`config.mk`:
```
export PLATFORM = sky130hd
export DESIGN_NAME = pipeline_hazard_ctrl
export DESIGN_NICKNAME = d
export VERILOG_FILES = /design/src/rtl/pipeline_hazard_ctrl_pkg.sv /design/src/rtl/pipeline_hazard_ctrl_load_use_detect.sv /design/src/rtl/pipeline_hazard_ctrl.sv
export SDC_FILE = /design/constraint.sdc
export NUM_CORES = 1
export LEC_CHECK = 0
export CAP_MARGIN = 20
export CORE_ASPECT_RATIO = 1.1
export CORE_MARGIN = 5
export CORE_UTILIZATION = 36
export CTS_CLUSTER_SIZE = 8
export DETAILED_ROUTE_END_ITERATION = 10
export GPL_ROUTABILITY_DRIVEN = 1
export GPL_TIMING_DRIVEN = 0
export HOLD_SLACK_MARGIN = 0.02
export MAX_ROUTING_LAYER = met4
export PLACE_DENSITY = 0.86
export RECOVER_POWER = 50
export SETUP_SLACK_MARGIN = 0.02
export SYNTH_ARGS = -nofsm -noshare
export SYNTH_HDL_FRONTEND = slang
export SYNTH_SLANG_ARGS = --single-unit
export TNS_END_PERCENT = 5
```
`constraint.sdc`:
```
create_clock -name clk -period 8.29 [get_ports clk]
set_clock_uncertainty 0.1 [all_clocks]
set_input_delay 2.487 -clock clk [delete_from_list [all_inputs] [get_ports clk]]
set_output_delay 2.487 -clock clk [all_outputs]
set_load 0.005 [all_outputs]
```
`src/rtl/pipeline_hazard_ctrl_pkg.sv`:
```
// Shared types and control-word constants for the pipeline stall/flush sequencer.
package pipe_ctrl_pkg;

    typedef enum logic [1:0] {
        INIT     = 2'd0,
        RUN      = 2'd1,
        MEM_WAIT = 2'd2,
        ERR      = 2'd3
    } state_t;

    typedef struct packed {
        logic pc_en;
        logic ifid_en;
        logic idex_en;
        logic exmem_en;
        logic memwb_en;
        logic ifid_r;
        logic idex_r;
        logic exmem_r;
        logic memwb_r;
    } pipe_ctrl_t;

    localparam pipe_ctrl_t CTRL_NORMAL    = 9'b11111_0000;
    localparam pipe_ctrl_t CTRL_FLUSH_ALL = 9'b00000_1111;
    localparam pipe_ctrl_t CTRL_HOLD      = 9'b00000_0000;
    localparam pipe_ctrl_t CTRL_MEM_STALL = 9'b00001_0001;
    localparam pipe_ctrl_t CTRL_REDIRECT  = 9'b11111_1100;
    localparam pipe_ctrl_t CTRL_LOAD_USE  = 9'b00111_0100;

    localparam int WAIT_W = 8;

    function automatic logic [31:0] sat_inc(input logic [31:0] value);
        return (value == 32'hFFFF_FFFF) ? value : value + 32'd1;
    endfunction

endpackage

```
`src/rtl/pipeline_hazard_ctrl_load_use_detect.sv`:
```
// Load-use hazard compare: EX load whose destination feeds a source read in ID.
module load_use_detect
    import pipe_ctrl_pkg::*;
(
    input  logic       MemRead_ex,
    input  logic [4:0] rdAddr_ex,
    input  logic [4:0] rs1Addr_id,
    input  logic [4:0] rs2Addr_id,
    input  logic       rs1Used_id,
    input  logic       rs2Used_id,
    output logic       load_use
);

    logic rs1_hit;
    logic rs2_hit;

    assign rs1_hit  = rs1Used_id && (rs1Addr_id == rdAddr_ex);
    assign rs2_hit  = rs2Used_id && (rs2Addr_id == rdAddr_ex);
    // x0 is hardwired zero, so a load into it never creates a dependency.
    assign load_use = MemRead_ex && (rdAddr_ex != 5'd0) && (rs1_hit || rs2_hit);

endmodule

```
`src/rtl/pipeline_hazard_ctrl.sv`:
```
// Stall/flush sequencer for the 5-stage pipeline with memory-timeout trap.
// Optional performance counters are built when HAZARD_PERF_EN is defined.
module pipeline_hazard_ctrl
    import pipe_ctrl_pkg::*;
#(
    parameter int MEM_TIMEOUT = 255
) (
    input  logic        clk,
    input  logic        rst_n,
    input  logic        MemRead_ex,
    input  logic [4:0]  rdAddr_ex,
    input  logic [4:0]  rs1Addr_id,
    input  logic [4:0]  rs2Addr_id,
    input  logic        rs1Used_id,
    input  logic        rs2Used_id,
    input  logic        Redirect_ex,
    input  logic        dmem_req,
    input  logic        dmem_ack,
    output logic        PC_en,
    output logic        IFID_en,
    output logic        IDEX_en,
    output logic        EXMEM_en,
    output logic        MEMWB_en,
    output logic        IFID_r,
    output logic        IDEX_r,
    output logic        EXMEM_r,
    output logic        MEMWB_r,
    output logic        trap,
    output logic [31:0] stall_cnt,
    output logic [31:0] flush_cnt
);

    localparam logic [WAIT_W-1:0] TIMEOUT_VAL = WAIT_W'(MEM_TIMEOUT);

    state_t            state;
    state_t            next_state;
    logic [WAIT_W-1:0] wait_cnt;
    logic              mem_stall;
    logic              load_use;
    logic              active;
    pipe_ctrl_t        ctrl;

    load_use_detect u_load_use_detect (
        .MemRead_ex (MemRead_ex),
        .rdAddr_ex  (rdAddr_ex),
        .rs1Addr_id (rs1Addr_id),
        .rs2Addr_id (rs2Addr_id),
        .rs1Used_id (rs1Used_id),
        .rs2Used_id (rs2Used_id),
        .load_use   (load_use)
    );

    assign mem_stall = dmem_req && !dmem_ack;
    assign active    = (state == RUN) || (state == MEM_WAIT);

    function automatic pipe_ctrl_t prio_ctrl(input logic ms, input logic redir, input logic lu);
        if (ms)         return CTRL_MEM_STALL;
        else if (redir) return CTRL_REDIRECT;
        else if (lu)    return CTRL_LOAD_USE;
        else            return CTRL_NORMAL;
    endfunction

    always_ff @(posedge clk or negedge rst_n) begin
        if (!rst_n) state <= INIT;
        else        state <= next_state;
    end

    always_ff @(posedge clk or negedge rst_n) begin
        if (!rst_n)                               wait_cnt <= '0;
        else if (state == RUN && mem_stall)       wait_cnt <= '0;
        else if (state == MEM_WAIT && mem_stall)  wait_cnt <= wait_cnt + 1'b1;
    end

    always_comb begin
        next_state = state;
        ctrl       = CTRL_HOLD;
        case (state)
            INIT: begin
                ctrl       = CTRL_FLUSH_ALL;
                next_state = RUN;
            end
            RUN: begin
                ctrl = prio_ctrl(mem_stall, Redirect_ex, load_use);
                if (mem_stall) next_state = MEM_WAIT;
            end
            MEM_WAIT: begin
                // On the ack cycle the lower-priority terms already steer the pipeline.
                ctrl = prio_ctrl(mem_stall, Redirect_ex, load_use);
                if (!mem_stall)                   next_state = RUN;
                else if (wait_cnt == TIMEOUT_VAL) next_state = ERR;
            end
            ERR: begin
                ctrl = CTRL_HOLD;
            end
            default: begin
                ctrl       = CTRL_FLUSH_ALL;
                next_state = INIT;
            end
        endcase
    end

    assign PC_en    = ctrl.pc_en;
    assign IFID_en  = ctrl.ifid_en;
    assign IDEX_en  = ctrl.idex_en;
    assign EXMEM_en = ctrl.exmem_en;
    assign MEMWB_en = ctrl.memwb_en;
    assign IFID_r   = ctrl.ifid_r;
    assign IDEX_r   = ctrl.idex_r;
    assign EXMEM_r  = ctrl.exmem_r;
    assign MEMWB_r  = ctrl.memwb_r;
    assign trap     = (state == ERR);

`ifdef HAZARD_PERF_EN
    logic stall_inc;
    logic flush_inc;

    assign stall_inc = active && (mem_stall || (load_use && !Redirect_ex));
    assign flush_inc = active && Redirect_ex && !mem_stall;

    always_ff @(posedge clk or negedge rst_n) begin
        if (!rst_n) begin
            stall_cnt <= '0;
            flush_cnt <= '0;
        end else begin
            if (stall_inc) stall_cnt <= sat_inc(stall_cnt);
            if (flush_inc) flush_cnt <= sat_inc(flush_cnt);
        end
    end
`else
    logic unused_active;
    assign unused_active = active;
    assign stall_cnt     = '0;
    assign flush_cnt     = '0;
`endif

endmodule

```
==> impl_metrics.ini <==
[yosys]
synth_seq_cells = 10
synth_seq_area_share = 0.199
yosysWarningCount = 0
synth_area_leaders = buf_4 39%, dfrtp_1 20%, xnor2_1 9.1%
synth_cell_type_count = 33
syn_area_per_cell_um2 = 8.31
synthArstFlopShare = 1.00
yosysMostFrequentCell = buf_4
synthCells = 151
ys.flop_type = dfrtp_1
synth.cells.most_frequent = 66 x buf_4, 13 x xnor2_1, 11 x nor2_1
synth_top_area_share = 0.395
synth_edf_count = 0
synth.largest_area_cell = buf_4
netlist_area_um2 = 1250

[worst_setup_path]
crit_path_start_kind = input port
r2r_start = state[1]
required_ps = 5700
crit_arrival_ps = 4670
r2r_slack_ps = 6540
end_kind = output port
crit_fanout = 3
startpoint = rdAddr_ex[1]
crit_type = input port to output port

[sta]
setup-violations-final = 0
slew_viol_final = 0
rsz0062_at_grt = no
layout_min_cycle_time_ps = 7260
finalHoldViolations = 0
period_share = 0.876
relSlewSlack = 0.667
totalNegativeSetupSlack_ps = 0
worst_pin_slew_ps = 498
fmax_mhz = 138

[flow_run]
drv_cap = 0

[routing]
routed_wl_um = 2870
drc = 0
wl_per_cell_um = 9.62
viasPerCell = 3.59
ant_nets = 0
via_count = 1069
drt_iter0_drc = 25
dr.pass1.iters = 4

[floorplan]
die_h_um = 71.9
io-pin-count = 97
dieArea_um2 = 4770
die_w_um = 66.3
start_util = 0.374
core-area_um2 = 3360
num_rows = 22

[power_and_ir_drop]
total_leakage_power_nw = 1.05
power_mw = 0.311
ir_drop_uv = 116
power_density_nw_per_um2 = 163

[global_route]
grt_max_degree = 11
grt.total_usage = 0.121
overflow = 0
grt_pass1_vias = 976
antenna_found_initial = 0
grt_pass1_wl_um = 4400

[placed_design]
placed_area_um2 = 1870
routabilityCongestion = 0.774
dpl.hpwl_um = 2590
port_buffers = 32

[cts]
clk_pin_slew_worst_paths_ps = 60
cts.sinks = 10
clockRootBuffer = clkbuf_4
cts_buffers = 3
post_cts_buffers = 0
post_cts_resized = 0
clk-insertion-delay-late_ps = 260
cts_tree = done
cts_buffer_depth = 2
postCtsHoldBufs = 0
htree_levels = 1

[layout]
drive_gt1_frac = 0.288
diodes = 0
final_nets = 280
finalInstanceArea_um2 = 1910
area_growth_syn_to_layout_pct = 52.0
final_util = 0.568

[min_path]
min-delay-start = wait_cnt[1]
min_path_type = flop to flop

[status]
status = finished, final reports clean
-- cell type report --
| class | count | area (um2) |
|---|---|---|
| buffer | 67 | 499 |
| clock buffer | 4 | 36.3 |
| fill | 326 | 1450 |
| inverter | 4 | 15.0 |
| multi-input combinational | 133 | 727 |
| sequential | 10 | 250 |
| tap | 48 | 60.1 |
| timing repair buffer | 32 | 320 |
-- state kept, by name (all words and copies together) (netlist names) --
signal	flops
wait_cnt	8
state	2
-- placed cells by master (no fill, tap or decap), drive strengths merged, types with 2 or more instances in the layout --
cell	netlist	routed
nand3b	2	2
nand2	6	6
ha	6	6
clkdlybuf4s50	0	30
dfrtp	10	10
a211oi	2	2
xor2	3	3
inv	4	4
o21ai	4	4
clkbuf	1	5
and3	2	2
xnor2	13	13
buf	66	66
nor2	11	11
nand4	4	4
conb	1	64
dlygate4sd3	0	2
-- worst paths after layout --
kind                          endpoint  cells past startpoint
max                              PC_en                      7
min reg2reg                wait_cnt[1]                      1
min in group asynchronous  wait_cnt[2]                      1
max in group asynchronous     state[1]                      1
max reg2reg                wait_cnt[1]                      6
min                        wait_cnt[1]                      1
-- critical path, cell delays in order --
cell,delay (ps)
clkdlybuf4s50_1,460
or4_1,570
o21ai_2,150
nor2_1,60
a211oi_2,300
buf_4,160
clkdlybuf4s50_1,490
-- metal layers --
metal  vias to the layer above  GRT usage  wire length [um]
met5                         -          -                 0
li1                        565          -                 -
met3                         4     0.0217               235
met4                         0     0.0474                40
met1                       452      0.125              1010
met2                        48      0.223              1580
-- power by group --
part	total (mW)	switching [mW]	internal [mW]	leakage, nW
logic	0.205	0.0821	0.123	0.897
clock network	0.0439	0.0172	0.0267	0.0210
registers	0.0618	0.00699	0.0548	0.135
total	0.311	0.106	0.205	1.05
-- cells by family (layout without fill, tap and decap cells) --
| group | after synthesis | count (layout) | share of synthesized area |
|---|---|---|---|
| compound gates | 14 | 14 | 0.0828 |
| xor+xnor | 16 | 16 | 0.112 |
| simple gates | 33 | 33 | 0.134 |
| fa+ha+maj | 6 | 6 | 0.0598 |
| other cells | 1 | 64 | 0.00299 |
| buf+inv | 71 | 107 | 0.410 |
| flops | 10 | 10 | 0.199 |
-- through the flow --
step,setup slack (ps),instances,hold WS (ps)
global placement,1060,294,407
floorplan,2100,214,392
global route,918,298,484
finish,1030,298,455
CTS,1020,298,462
detailed placement,1020,294,422
(Power assumes the default switching activity.)
